### config.mk
export PLATFORM = sky130hd
export DESIGN_NAME = mux2_pair_serializer
export DESIGN_NICKNAME = d
export VERILOG_FILES = /design/src/rtl/mux2_pair_pkg.sv /design/src/rtl/pair_fifo.sv /design/src/rtl/mux2_pair_serializer.sv
export SDC_FILE = /design/constraint.sdc
export NUM_CORES = 1
export LEC_CHECK = 0
export ABC_AREA = 0
export CAP_MARGIN = 25
export CORE_MARGIN = 1
export CORE_UTILIZATION = 45
export DETAILED_ROUTE_END_ITERATION = 6
export PLACE_DENSITY_LB_ADDON = 0.05
export SYNTH_ARGS = -nofsm -noshare
export SYNTH_HDL_FRONTEND = slang
export SYNTH_SLANG_ARGS = --single-unit
### constraint.sdc
create_clock -name clk_i -period 1.9 [get_ports clk_i]
set_input_delay 0.38 -clock clk_i [delete_from_list [all_inputs] [get_ports clk_i]]
set_output_delay 0.38 -clock clk_i [all_outputs]
set_load 0.005 [all_outputs]
### src/rtl/mux2_pair_pkg.sv
// Shared types and constants for the mux2 pair serializer.
package mux2_pair_pkg;

  typedef logic [1:0] word_t;

  typedef enum logic [1:0] {
    IDLE = 2'd0,
    BIT0 = 2'd1,
    BIT1 = 2'd2,
    GAP  = 2'd3
  } state_e;

  localparam int GapCntWidth = 4;

endpackage

### src/rtl/pair_fifo.sv
// Circular-buffer FIFO of 2-bit words; head is presented combinationally on rdata_o.
module pair_fifo
  import mux2_pair_pkg::*;
#(
  parameter int Depth = 2
) (
  input  logic                   clk_i,
  input  logic                   rst_ni,
  input  logic                   push_i,
  input  word_t                  wdata_i,
  input  logic                   pop_i,
  output word_t                  rdata_o,
  output logic                   full_o,
  output logic                   empty_o,
  output logic [$clog2(Depth):0] fill_o
);

  localparam int AddrWidth = $clog2(Depth);
  localparam int FillWidth = AddrWidth + 1;

  word_t                 mem [Depth];
  logic [AddrWidth-1:0]  wr_ptr_reg;
  logic [AddrWidth-1:0]  rd_ptr_reg;
  logic [FillWidth-1:0]  fill_reg;
  logic                  do_push;
  logic                  do_pop;

  assign full_o  = (fill_reg == FillWidth'(Depth));
  assign empty_o = (fill_reg == '0);
  assign fill_o  = fill_reg;
  assign rdata_o = mem[rd_ptr_reg];

  // Guard against overflow/underflow even if the caller misbehaves.
  assign do_push = push_i & ~full_o;
  assign do_pop  = pop_i & ~empty_o;

  // Storage carries no reset so it can map onto plain RAM.
  always_ff @(posedge clk_i) begin
    if (do_push) begin
      mem[wr_ptr_reg] <= wdata_i;
    end
  end

  always_ff @(posedge clk_i or negedge rst_ni) begin
    if (!rst_ni) begin
      wr_ptr_reg <= '0;
      rd_ptr_reg <= '0;
      fill_reg   <= '0;
    end else begin
      if (do_push) begin
        wr_ptr_reg <= wr_ptr_reg + AddrWidth'(1);
      end
      if (do_pop) begin
        rd_ptr_reg <= rd_ptr_reg + AddrWidth'(1);
      end
      case ({do_push, do_pop})
        2'b10:   fill_reg <= fill_reg + FillWidth'(1);
        2'b01:   fill_reg <= fill_reg - FillWidth'(1);
        default: fill_reg <= fill_reg;
      endcase
    end
  end

endmodule

### src/rtl/mux2_pair_serializer.sv
// Drives a 2:1 mux + AND merge cell so it emits bit 0 then bit 1 of each buffered word.
module mux2_pair_serializer
  import mux2_pair_pkg::*;
#(
  parameter int Depth     = 2,
  parameter int GapCycles = 0
) (
  input  logic                   clk_i,
  input  logic                   rst_ni,
  input  logic [1:0]             data_i,
  input  logic                   valid_i,
  output logic                   ready_o,
  output logic [1:0]             i_o,
  output logic                   s_o,
  output logic                   b_o,
  output logic                   busy_o,
  output logic [$clog2(Depth):0] fill_o
);

  localparam logic [GapCntWidth-1:0] GapLoad = GapCntWidth'(GapCycles);

  state_e                 state_reg, state_next;
  word_t                  i_reg, i_next;
  logic                   s_reg, s_next;
  logic                   b_reg, b_next;
  logic                   busy_reg, busy_next;
  logic [GapCntWidth-1:0] cnt_reg, cnt_next;

  logic  push;
  logic  pop;
  logic  full;
  logic  empty;
  word_t head;

  assign ready_o = ~full;
  assign push    = valid_i & ready_o;

  pair_fifo #(
    .Depth(Depth)
  ) u_fifo (
    .clk_i  (clk_i),
    .rst_ni (rst_ni),
    .push_i (push),
    .wdata_i(data_i),
    .pop_i  (pop),
    .rdata_o(head),
    .full_o (full),
    .empty_o(empty),
    .fill_o (fill_o)
  );

  always_comb begin
    state_next = state_reg;
    i_next     = i_reg;
    s_next     = 1'b0;
    b_next     = 1'b0;
    cnt_next   = cnt_reg;
    pop        = 1'b0;
    unique case (state_reg)
      IDLE: begin
        if (!empty) begin
          pop        = 1'b1;
          i_next     = head;
          b_next     = 1'b1;
          state_next = BIT0;
        end
      end
      BIT0: begin
        s_next     = 1'b1;
        b_next     = 1'b1;
        state_next = BIT1;
      end
      BIT1: begin
        if (GapCycles > 0) begin
          cnt_next   = GapLoad;
          state_next = GAP;
        end else if (!empty) begin
          pop        = 1'b1;
          i_next     = head;
          b_next     = 1'b1;
          state_next = BIT0;
        end else begin
          state_next = IDLE;
        end
      end
      GAP: begin
        cnt_next = cnt_reg - GapCntWidth'(1);
        // Last gap cycle behaves like IDLE so a queued word starts without an extra bubble.
        if (cnt_reg <= GapCntWidth'(1)) begin
          if (!empty) begin
            pop        = 1'b1;
            i_next     = head;
            b_next     = 1'b1;
            state_next = BIT0;
          end else begin
            state_next = IDLE;
          end
        end
      end
      default: state_next = IDLE;
    endcase
    busy_next = (state_next != IDLE);
  end

  always_ff @(posedge clk_i or negedge rst_ni) begin
    if (!rst_ni) begin
      state_reg <= IDLE;
      i_reg     <= '0;
      s_reg     <= 1'b0;
      b_reg     <= 1'b0;
      busy_reg  <= 1'b0;
      cnt_reg   <= '0;
    end else begin
      state_reg <= state_next;
      i_reg     <= i_next;
      s_reg     <= s_next;
      b_reg     <= b_next;
      busy_reg  <= busy_next;
      cnt_reg   <= cnt_next;
    end
  end

  assign i_o    = i_reg;
  assign s_o    = s_reg;
  assign b_o    = b_reg;
  assign busy_o = busy_reg;

endmodule

=== Word level (Yosys, flattened, before mapping) ===
Memories as Yosys holds them, arrays and structs flattened.
Cells that the tools add are included.
W data, S select, Z words.

* Memories kept: 1
* Memory bits (writable): 4
* Register bits: 15
* Latch bits: 0
* Word-level logic and storage cells: 50
* Bits in read-only memories: 0
* Output and inout bits: 8

* Order comparisons: 1
* Reductions and logical operators: 7
* Divide/modulo/power cells: 0
* Bitwise logic cells: 5
* Add/subtract/negate cells: 5
* Multiplexer cells: 15
* Eq/ne operators: 7
* Shifts and indexed selects: 0
* $mul: 0

{| class="wikitable"
|+ Memory list
! memory !! depth !! width !! read ports !! clocked after Yosys merged registers in !! write ports !! RTL line !! source
|-
| u_fifo.mem || 2 || 2 || 1 || 0 || 1 || pair_fifo.sv:21 || <nowiki>word_t mem [Depth];</nowiki>
|}

{| class="wikitable"
|+ Operators by type and width
! kind !! count
|-
| $eq A2 B2 Y1 const B || 4
|-
| $mux W2 || 4
|-
| $pmux W2 S2 || 2
|-
| $pmux W2 S4 || 1
|-
| $mux W1 || 6
|-
| $reduce_bool A2 Y1 || 3
|-
| $eq A2 B1 Y1 const B || 2
|-
| $le A4 B1 Y1 const B || 1
|-
| $logic_not A2 Y1 || 2
|-
| $sub A4 B1 Y4 const B || 1
|-
| $and A1 B1 Y1 || 3
|-
| $pmux W1 S3 || 1
|-
| $add A1 B1 Y1 const B || 2
|-
| $add A2 B1 Y2 const B || 1
|-
| $ne A2 B2 Y1 const B || 1
|-
| $not A1 Y1 || 2
|-
| $pmux W1 S2 || 1
|-
| $reduce_and A2 Y1 || 1
|-
| $reduce_or A2 Y1 || 1
|-
| $sub A2 B1 Y2 const B || 1
|}

=== Depth between registers and ports, before layout ===
Gate-level depths: netlist of the first run.

* Depth in word-level cells: 7
* Gate-level depth with buffers: 10
* Mapped depth without buffers: 9

=== Modules after synthesis ===
From an unflattened synthesis of the first run, not the netlist that was laid out.

* Cell total of the unflattened synthesis: 64
* Area, all modules: 829.5 um2

{| class="wikitable"
|+ By module, submodules not included
! module !! times used !! sequential area each (um2) !! area an instance (um2) !! cells each
|-
| mux2_pair_serializer || 1 || 275.3 || 490.5 || 40
|-
| pair_fifo || 1 || 220.2 || 339.1 || 24
|}

=== Worst setup path after synthesis of the first run ===
Ideal clock, no wire load.

* Path kind: register to register
* Start point: reg cnt_reg[0]
* End point: reg u_fifo.fill_reg[1], in the netlist u_fifo.fill_o[1]
* Library setup time: 0.129 ns
* Data arrival time: 1.749 ns
* Stages on the path, launching flop included: 11
* Clock period less this slack: 1.878 ns
* Setup slack: 0.022 ns
* Cell sequence: dfrtp_1 > inv_1 > ha_1 > or2_0 > clkbuf_1 > a31oi_1 > nor2_1 > ha_1 > xnor2_1 > nor2_1 > xor2_1

* Word-level cells in the longest chain between the ends: 6
* Elaborated cells between the ends (all ways): 8
* Those cells by class: order compare (1); eq/ne (2); mux (3); bitwise (1); reduce/logical (1)

{| class="wikitable"
|+ RTL lines
! element !! RTL line !! source
|-
| from (decl) || mux2_pair_serializer.sv:27 || <nowiki>logic [GapCntWidth-1:0] cnt_reg, cnt_next;</nowiki>
|-
| from (signal assigned) || mux2_pair_serializer.sv:119 || <nowiki>cnt_reg <= cnt_next;</nowiki>
|-
| $le A4 B1 Y1 * || mux2_pair_serializer.sv:89 || <nowiki>if (cnt_reg <= GapCntWidth'(1)) begin</nowiki>
|-
| $mux W1 * || mux2_pair_serializer.sv:89 ||
|-
| $pmux W1 S2 * || mux2_pair_serializer.sv:59 || <nowiki>unique case (state_reg)</nowiki>
|-
| $and A1 B1 Y1 * || pair_fifo.sv:35 || <nowiki>assign do_pop = pop_i & ~empty_o;</nowiki>
|-
| net u_fifo.do_pop || pair_fifo.sv:26 || <nowiki>logic do_pop;</nowiki>
|-
| $eq A2 B1 Y1 or $eq A2 B2 Y1 (tied branches) || pair_fifo.sv:56 || <nowiki>case ({do_push, do_pop})</nowiki>
|-
| $pmux W2 S2 or $reduce_bool A2 Y1 (tied branches) || - ||
|-
| to (signal assigned) || pair_fifo.sv:57 || <nowiki>2'b10: fill_reg <= fill_reg + FillWidth'(1);</nowiki>
|-
| to (signal assigned) || pair_fifo.sv:58 || <nowiki>2'b01: fill_reg <= fill_reg - FillWidth'(1);</nowiki>
|-
| to (signal assigned) || pair_fifo.sv:59 || <nowiki>default: fill_reg <= fill_reg;</nowiki>
|-
| to (decl) || pair_fifo.sv:24 || <nowiki>logic [FillWidth-1:0] fill_reg;</nowiki>
|}

The timed path passes the listed nets; every way through them passes the cells marked *.
A chain may end at the register's enable or synchronous reset.

=== Worst setup path in the final report of the first run ===
* Start point: reg u_fifo.fill_reg[0], in the netlist u_fifo.fill_o[0]
* End point: out ready_o

* Word-level cells in the longest chain between the ends: 2

{| class="wikitable"
|+ RTL lines
! element !! RTL line !! source
|-
| $eq A2 B2 Y1 || pair_fifo.sv:28 || <nowiki>assign full_o = (fill_reg == FillWidth'(Depth));</nowiki>
|-
| $not A1 Y1 || mux2_pair_serializer.sv:35 || <nowiki>assign ready_o = ~full;</nowiki>
|-
| to (decl) || mux2_pair_serializer.sv:12 || <nowiki>output logic ready_o,</nowiki>
|}

No other way between the ends.

==> impl_results.md, run 1 <==
* Min Tclk post-route at 1.79 ns
* DRC at 0
* Vias in the first global route at 499
* Routability congestion estimate at 0.692
* Slowest CP cell: clkdlybuf4s50_1
* Antenna violations before repair at 0
* GR met3 Demand/Resource at 0.0360
* Clock transition at the registers of the reported paths at 0.10 ns
* Fin cells at 115
* TritonCTS clock tree: yes
* Leak pwr at 0.442 nW
* FMAX at 558 MHz
* Final setup viols at 0
* Vias/cell at 4.97
* Total track usage at 0.157
* Initial Util at 0.480
* Placed Cells at 109
* Top-level port count at 13
* Crit. End Element: output pin
* Slew margin rel. at 0.645
* Worst slew pin tran at 0.520 ns
* Most frequent cells in the layout: 14 x dfrtp_1, 12 x clkdlybuf4s50_1, 5 x xnor2_1, 5 x buf_4
* Commonest non-fill, non-tap cell in the layout: dfrtp_1
* H-tree Lvls at 1
* Post-Syn Area at 838 um2
* Grt met2 use at 0.238
* Post-Synthesis Cells at 71
* Crit path from: u_fifo.fill_o[0]$_DFFE_PN0P_
* PD cells at 1810 nW/um2
* Worst EP required at 1.52 ns
* DP HPWL at 997 um
* Largest net degree at the start of global routing at 16
* Seq. cell area at 497 um2
* Clock Sinks at 19
* CTS Buf Count at 3
* Synth warn at 0
* Core Rows at 15
* Unique masters post-synth at 28
* Latest clock arrival within the worst-skew pair at 0.28 ns
* Crit-path max FO at 7
* Worst R2R End: u_fifo.fill_o[1]$_DFFE_PN0P_
* WL final at 1.43 mm
* Pre-CTS WS at 0.0156 ns
* Final Hold Viols at 0
* Area share of the largest cell type after synthesis at 0.448
* Share of layout cells above drive strength 1 at 0.167
* Clock root cell: clkbuf_4
* Final Skew at 0.00531 ns
* Worst R2R Setup Slack at 0.12 ns
* Post-Syn Nets at 79
* Register area share after synthesis at 0.591
* Die height at 45.2 um
* Avg Cell Area, Syn at 11.8 um2
* Status: completed
* Max-cap violation count at 0
* P&R area growth vs syn at 27.5%
* Global-route wire length before repair at 2.25 mm
* Top cells by area, synth: dfrtp_1 45%, edfxtp_1 14%, xnor2_1 5.2%
* Die width at 45.2 um
* Core Area at 1750 um2
* Util after Layout at 0.612
* DRT Pass-1 Iters at 3
* PortBufs at 12
* Buf/Inv on CP at 1
* #FFs+latches synth at 19
* Antenna diodes at 0
* Met1 usage at 0.211
* Final setup margin at 0.109 ns
* Final ANT Viol Nets at 0
* Worst reg2reg startpoint: cnt_reg[0]$_DFFE_PN0N_
* Fin. max-slew vios at 0
* Die ar. at 2040 um2
* Worst min-delay path class: primary input to async pin
* Worst VDD drop at 0.886 mV
* CP arrival at 1.41 ns
* Routed WL per cell at 12.4 um
* DR iter-0 viols at 3
* Kind of critical path: register to output pin
* Leading area contributor after synthesis: dfrtp_1
* Grt peak-use layer: met2
* Cts-stage hold buffer count at 0
* Startpoint types: register
* Vias at 571
* Max stage delay on crit path at 0.51 ns
* Gr ovfl total at 0
* Multi-input logic area at 342 um2
* Fillcell total at 160
* Nets at 99
* Final period utilization at 0.942
* CP Cell Sequence: nand2b_1 > clkdlybuf4s50_1
* Clock Path Buffers at 2
* Top delay family on crit path: buffers and inverters
* Worst reg-to-reg path cell count at 9
-- per-stage QoR --
step	TNS (ns)	power, W	hold WS (ns)	instance area, um2
6_report	0	0.00194	0.399	1070
5_1_grt	-0.00860	0.00210	0.421	1070
2_1_floorplan	0	0.00131	0.0844	838
3_3_place_gp	0	0.00162	0.462	1000
4_1_cts	0	0.00186	0.400	1040
3_5_place_dp	0	0.00163	0.465	1000
-- how the worst max path moves through the flow --
| stage | to | slack [ns] | cells after the start |
|---|---|---|---|
| floorplan | u_fifo.fill_o[1]$_DFFE_PN0P_ | 0.02 | 10 |
| global placement | u_fifo.fill_o[1]$_DFFE_PN0P_ | 0.08 | 9 |
| detailed placement | u_fifo.fill_o[1]$_DFFE_PN0P_ | 0.02 | 9 |
| CTS | u_fifo.fill_o[1]$_DFFE_PN0P_ | 0.009 | 8 |
| global route | u_fifo.fill_o[1]$_DFFE_PN0P_ | -0.009 | 9 |
| finish | ready_o | 0.11 | 2 |
-- area by class of cell --
cell class,count,area share
clock buffer,4,0.0246
inverter,4,0.0141
multi-input combinational,46,0.320
tap,25,0.0293
timing repair buffer,17,0.148
sequential,19,0.465
-- layer usage --
layer	share of wire	wire, um
met5	0	0
met4	0.0084	12
met3	0.030	43
met2	0.48	693
met1	0.48	679
-- power by group --
part	total (W)	internal [W]	switching, W
Clock	0.000194	0.0000814	0.000112
Sequential	0.000779	0.000610	0.000170
Combinational	0.000963	0.000532	0.000432
Total	0.00194	0.00122	0.000714
-- repair_timing --
item,in CTS,in global routing
gates resized for setup,1,6
setup buffers,0,2
setup endpoints to repair,1,3
endpoints found under the hold margin,0,0
pin swaps,0,4
-- synthesized netlist by cell type --
cell,instances
inv_1,4
nor2_2,1
o21a_1,1
nand2b_1,2
o21ba_2,1
ha_1,3
a21o_1,2
nor2_1,4
nand3_1,1
o21ai_0,2
dfrtp_1,15
clkbuf_1,1
a21oi_1,3
nor2b_1,3
a2111oi_0,2
nor4_1,1
and3_1,2
or3_1,1
xnor2_1,5
a311oi_1,2
nand2_1,4
or2_0,1
clkbuf_2,1
or3b_1,1
edfxtp_1,4
xor2_1,2
o221ai_1,1
a31oi_1,1
-- logic make-up after synthesis --
logic type,synth area share
buffers and inverters,0.0283
xor gates and xnor gates,0.0731
AOI/OAI and AO/OA,0.128
DFF,0.591
and+or+nand+nor,0.134
adders and majority gates,0.0448
No activity file was read; power rests on OpenSTA's default activity.
==> run 2, diff against run 1 <==
--- a/config.mk
+++ b/config.mk
@@ -7,8 +7,9 @@
 export LEC_CHECK = 0
 export ABC_AREA = 0
 export CAP_MARGIN = 25
+export CORE_ASPECT_RATIO = 0.5
 export CORE_MARGIN = 1
-export CORE_UTILIZATION = 45
+export CORE_UTILIZATION = 28
 export DETAILED_ROUTE_END_ITERATION = 6
 export PLACE_DENSITY_LB_ADDON = 0.05
 export SYNTH_ARGS = -nofsm -noshare
==> run 2 against run 1 <==
Cell count rose by 12%; count of clock-buffer cells in the layout is the same; total power up 8.9%; core utilization is 20 points lower; non-clock buffer count increased by 2; worst hold slack improved by 0.053 ns; flip-flop and latch count unchanged; worst setup slack lost 0.021 ns; die area is 58% higher; cell area rose by 5.7%; first-iteration DRC count rose by 100%; clock power up 39%; highest routed layer unchanged.
==> impl_results.md, run 2 (synthesis results as in run 1) <==
* FMAX at 552 MHz (-1.2%)
* Most frequent cells in the layout: 14 x dfrtp_1, 12 x clkdlybuf4s50_1, 7 x buf_4
* Initial Util at 0.309 (-0.172)
* DRC at 0 (unchanged)
* Largest net degree at the start of global routing at 16 (unchanged)
* GR met3 Demand/Resource at 0.0533 (+0.0173)
* WL final at 1.66 mm (+16%)
* Worst EP required at 2.03 ns (+0.51 ns)
* Worst R2R End: u_fifo.fill_o[1]$_DFFE_PN0P_
* Slowest CP cell: dfrtp_1
* Max-cap violation count at 0 (unchanged)
* Final Skew at 0.00296 ns (-0.00235 ns)
* Overall power at 0.00211 W (+8.9%)
* RSZ-0062 raised after global routing: no
* Clock root cell: clkbuf_8
* Leak pwr at 0.465 nW (+5.0%)
* Vias at 575 (+0.70%)
* Final ANT Viol Nets at 0 (unchanged)
* Kind of critical path: register to register
* Final setup margin at 0.0883 ns (-0.0210 ns)
* Global-route wire length before repair at 2.65 mm (+18%)
* Worst min-delay path class: primary input to async pin
* Clock Sinks at 19 (unchanged)
* Total track usage at 0.121 (-0.0353)
* Worst R2R Setup Slack at 0.09 ns (-0.03 ns)
* Top-level port count at 13 (unchanged)
* DR iter-0 viols at 6 (+3)
* DP HPWL at 1.20 mm (+21%)
* P&R area growth vs syn at 34.8%
* Startpoint types: register
* Slew margin rel. at 0.723 (+0.0788)
* Worst reg2reg startpoint: cnt_reg[0]$_DFFE_PN0N_
* PD cells at 1870 nW/um2 (+3.0%)
* TritonCTS clock tree: yes
* Clock transition at the registers of the reported paths at 0.07 ns (-0.03 ns)
* Nets at 101 (+2.0%)
* Crit-path max FO at 4 (-3)
* Worst slew pin tran at 0.404 ns (-0.115 ns)
* Min Tclk post-route at 1.81 ns (+0.0210 ns)
* Core Area at 2720 um2 (+56%)
* Final period utilization at 0.954 (+0.0110)
* Pre-CTS WS at -0.0499 ns (-0.0655 ns)
* Die height at 40.7 um (-9.9%)
* Grt met2 use at 0.198 (-0.0394)
* CP Cell Sequence: inv_1 > ha_2 > or2_4 > a31oi_4 > nor2_2 > ha_2 > nor2_2 > xor2_1
* Latest clock arrival within the worst-skew pair at 0.25 ns (-0.03 ns)
* Gr ovfl total at 0 (unchanged)
* Routed WL per cell at 12.8 um (+3.3%)
* Core Rows at 13 (-2)
* Clock Path Buffers at 2 (unchanged)
* Vias in the first global route at 557 (+12%)
* Die ar. at 3230 um2 (+58%)
* CTS Buf Count at 3 (unchanged)
* Crit path from: cnt_reg[0]$_DFFE_PN0N_
* Final setup viols at 0 (unchanged)
* Util after Layout at 0.416 (-0.196)
* Fin area at 1130 um2 (+5.7%)
* Die width at 79.4 um (+76%)
* Final Hold Viols at 0 (unchanged)
* Worst reg-to-reg path cell count at 8 (-1)
* Setup TNS at 0 ns (unchanged)
* Grt peak-use layer: met2
* PortBufs at 12 (unchanged)
* Status: completed
* Routability congestion estimate at 0.687 (-0.72%)
* Vias/cell at 4.46 (-10%)
* CP arrival at 1.94 ns (+0.53 ns)
* Antenna violations before repair at 0 (unchanged)
* Cts-stage hold buffer count at 0 (unchanged)
* CP endpoint: u_fifo.fill_o[1]$_DFFE_PN0P_
* Met1 usage at 0.148 (-0.0631)
* Worst VDD drop at 0.746 mV (-16%)
* Commonest non-fill, non-tap cell in the layout: dfrtp_1
* Share of layout cells above drive strength 1 at 0.217 (+0.0507)
* Fin. max-slew vios at 0 (unchanged)
* Antenna diodes at 0 (unchanged)
* H-tree Lvls at 1 (unchanged)
* Placed Area at 1040 um2 (+3.7%)
* DRT Pass-1 Iters at 3 (unchanged)
* Max stage delay on crit path at 0.40 ns (-0.11 ns)
* Crit. End Element: register
run 2: cell count changes in the layout (fill, tap and decap cells not counted), sizes merged:
cell	delta
buf	+2
run 2: worst min path at each step:
stage | start | end | slack (ns) | cells after the start
after global placement | cnt_reg[3]$_DFFE_PN0N_ | cnt_reg[3]$_DFFE_PN0N_ | 0.46 | 1
after detailed placement | cnt_reg[3]$_DFFE_PN0N_ | cnt_reg[3]$_DFFE_PN0N_ | 0.47 | 1
after CTS | rst_ni | u_fifo.fill_o[0]$_DFFE_PN0P_ | 0.45 | 2
after floorplan | rst_ni | b_o$_DFF_PN0_ | 0.08 | 0
after global routing | rst_ni | u_fifo.wr_ptr_reg$_DFFE_PN0P_ | 0.47 | 2
final | rst_ni | u_fifo.fill_o[0]$_DFFE_PN0P_ | 0.45 | 2
run 2: report_power, final:
group	switching [W]	internal, W	leakage [nW]
combinational	0.000476	0.000584	0.234
clock	0.000121	0.000149	0.0228
sequential	0.000168	0.000611	0.208
run 2: final cells by class:
type	count	area, um2
flip-flops and latches	19	497
well taps	37	46.3
repair buffers	19	173
multi-input cells	46	354
fillers	274	1590
inverters	4	15.0
clock buffers	4	45.0
run 2: critical path, delay by kind of cell (launching register included):
family | cells | cell delay, ns
compound gates | 1 | 0.20
xor+xnor | 1 | 0.13
fa+ha+maj | 2 | 0.54
buf+inv | 1 | 0.06
flops | 1 | 0.40
simple gates | 3 | 0.35
run 2: layer usage:
metal	part of all wire	up-vias
met5	0	-
met4	0.0048	0
met3	0.036	2
met2	0.46	8
met1	0.50	273
li1	-	292
run 2: metrics by stage:
| stage | hold WS, ns | instances |
|---|---|---|
| finish | 0.451 | 129 |
| global route | 0.466 | 129 |
| CTS | 0.455 | 128 |
| detailed placement | 0.469 | 124 |
| global placement | 0.461 | 124 |
| floorplan | 0.0844 | 71 |
run 2: repair_timing:
| item | in CTS | in global routing |
|---|---|---|
| setup buffers | 0 | 1 |
| gates resized for setup | 1 | 9 |
| pin swaps | 1 | 7 |
| endpoints found under the setup margin | 1 | 3 |
==> run 3, diff against run 2 <==
--- a/config.mk
+++ b/config.mk
@@ -7,11 +7,11 @@
 export LEC_CHECK = 0
 export ABC_AREA = 0
 export CAP_MARGIN = 25
-export CORE_ASPECT_RATIO = 0.5
 export CORE_MARGIN = 1
-export CORE_UTILIZATION = 28
+export CORE_UTILIZATION = 45
 export DETAILED_ROUTE_END_ITERATION = 6
 export PLACE_DENSITY_LB_ADDON = 0.05
+export REMOVE_ABC_BUFFERS = 1
 export SYNTH_ARGS = -nofsm -noshare
 export SYNTH_HDL_FRONTEND = slang
 export SYNTH_SLANG_ARGS = --single-unit
==> run 3 against run 2 <==
Routed wire length is 21% lower; critical path type unchanged; cell count is 12% lower; critical endpoint unchanged; fmax is 0.52% higher; register-to-register slack hardly changed; non-clock buffer count is 3 lower; first-iteration DRC count is 83% higher.
==> impl_results.md, run 3 (synthesis results as in run 1) <==
* Status: completed
* DRC at 0 (unchanged)
* Slew margin rel. at 0.647 (-0.0760)
* Min Tclk post-route at 1.80 ns (-0.00934 ns)
* Leak pwr at 0.441 nW (-5.2%)
* PortBufs at 12 (unchanged)
* Final Skew at 0.00206 ns (-0.000895 ns)
* Final hold slack at 0.383 ns (-0.0688 ns)
* DRT Pass-1 Iters at 4 (+1)
* Vias at 567 (-1.4%)
* Worst slew pin tran at 0.515 ns (+0.111 ns)
* Vias in the first global route at 515 (-7.5%)
* Worst min-delay path class: primary input to async pin
* Die height at 45.2 um (+11%)
* Gr ovfl total at 0 (unchanged)
* Worst EP required at 2.09 ns (+0.06 ns)
* WL final at 1.31 mm (-21%)
* TritonCTS clock tree: yes
* Placed Area at 1010 um2 (-2.9%)
* Commonest non-fill, non-tap cell in the layout: dfrtp_1
* Total track usage at 0.153 (+0.0319)
* H-tree Lvls at 1 (unchanged)
* Final Hold Viols at 0 (unchanged)
* Util after Layout at 0.601 (+0.185)
* Antenna violations before repair at 0 (unchanged)
* Most frequent cells in the layout: 14 x dfrtp_1, 12 x clkdlybuf4s50_1, 5 x xnor2_1
* CP arrival at 1.99 ns (+0.05 ns)
* Largest net degree at the start of global routing at 16 (unchanged)
* Fin. max-slew vios at 0 (unchanged)
* Startpoint types: register
* DR iter-0 viols at 11 (+5)
* Antenna diodes at 0 (unchanged)
* Final setup viols at 0 (unchanged)
* Max-cap violation count at 0 (unchanged)
* Overall power at 0.00187 W (-11%)
* Die width at 45.2 um (-43%)
* Crit-path max FO at 3 (-1)
* Clock Sinks at 19 (unchanged)
* Top-level port count at 13 (unchanged)
* Nets at 98 (-3.0%)
* CTS Buf Count at 3 (unchanged)
* FMAX at 555 MHz (+0.52%)
* Clock Path Buffers at 2 (unchanged)
* RSZ-0062 raised after global routing: yes
* Vias/cell at 4.97 (+12%)
* Core Area at 1750 um2 (-36%)
* Clock root cell: clkbuf_4
* Die ar. at 2040 um2 (-37%)
* DP HPWL at 929 um (-23%)
* Cts-stage hold buffer count at 0 (unchanged)
* P&R area growth vs syn at 25.1%
* Final ANT Viol Nets at 0 (unchanged)
* Latest clock arrival within the worst-skew pair at 0.30 ns (+0.05 ns)
* Crit. End Element: register
* Worst R2R Setup Slack at 0.1 ns (about the same)
* Routability congestion estimate at 0.674 (-2.0%)
* Final setup margin at 0.0976 ns (+0.00934 ns)
* Global-route wire length before repair at 2.17 mm (-18%)
* PD cells at 1790 nW/um2 (-4.2%)
* Kind of critical path: register to register
* Initial Util at 0.480 (+0.172)
* Final period utilization at 0.949 (-0.00491)
* Core Rows at 15 (+2)
* # Post-CTS Setup Buffers at 0 (unchanged)
* Share of layout cells above drive strength 1 at 0.146 (-0.0713)
* Clock transition at the registers of the reported paths at 0.11 ns (+0.04 ns)
* Routed WL per cell at 11.5 um (-10%)
* Fin area at 1050 um2 (-7.2%)
* Worst VDD drop at 1.11 mV (+49%)
* Pre-CTS WS at 0.0261 ns (+0.0761 ns)
-- run 3: changes by cell type in the layout (fill, tap and decap cells not counted), moves of 2 or more --
cell,delta
buf_4,-3
clkbuf_4,+3
ha_2,-2
clkbuf_8,-3
ha_1,+2
-- run 3: routing by layer --
| metal | track usage | up-vias | routed length, um |
|---|---|---|---|
| li1 | - | 283 | - |
| met2 | 0.232 | 17 | 560 |
| met4 | 0.0909 | 0 | 22 |
| met3 | 0.0280 | 4 | 71 |
| met5 | 0 | - | 0 |
| met1 | 0.204 | 263 | 660 |
-- run 3: critical path, cell delays in order (launching register included) --
cell     delay, ns
dfrtp_1       0.39
inv_1         0.05
ha_1          0.19
or2_1         0.24
a31oi_2       0.18
nor2_1        0.08
ha_1          0.20
xnor2_1       0.17
nor2_2        0.05
xor2_1        0.13
-- run 3: timing repair --
action / CTS / global route
endpoints found under the hold margin: 0 / 0
resized for setup: 0 / 4
setup endpoints to repair: 0 / 3
-- run 3: worst paths after layout --
check,startpoint,endpoint,cells past startpoint
worst max register to register,cnt_reg[0]$_DFFE_PN0N_,u_fifo.fill_o[1]$_DFFE_PN0P_,9
worst min register to register,cnt_reg[3]$_DFFE_PN0N_,cnt_reg[3]$_DFFE_PN0N_,1
max in group asynchronous,rst_ni,u_fifo.fill_o[0]$_DFFE_PN0P_,2
min in group clk_i,cnt_reg[3]$_DFFE_PN0N_,cnt_reg[3]$_DFFE_PN0N_,1
worst min-delay path,rst_ni,cnt_reg[2]$_DFFE_PN0N_,2
worst max-delay path,cnt_reg[0]$_DFFE_PN0N_,u_fifo.fill_o[1]$_DFFE_PN0P_,9
-- run 3: power breakdown --
group | internal, W | switching [W] | total, W
Sequential | 0.000609 | 0.000157 | 0.000766
Combinational | 0.000492 | 0.000409 | 0.000900
Clock | 0.0000785 | 0.000129 | 0.000207
Total | 0.00118 | 0.000695 | 0.00187
-- run 3: area by class of cell --
type / instances / area (um2)
timing repair buffer: 16 / 150
clock buffer: 3 / 22.5
tap: 25 / 31.3
clock inverter: 1 / 5.00
fill: 158 / 697
inverter: 4 / 15.0
sequential: 19 / 497
multi-input combinational: 46 / 328
-- run 3: metrics by stage --
stage | TNS [ns] | std cells
floorplan | 0 | 69
global placement | 0 | 110
detailed placement | 0 | 110
CTS | 0 | 114
global route | -0.0666 | 114
finish | 0 | 114
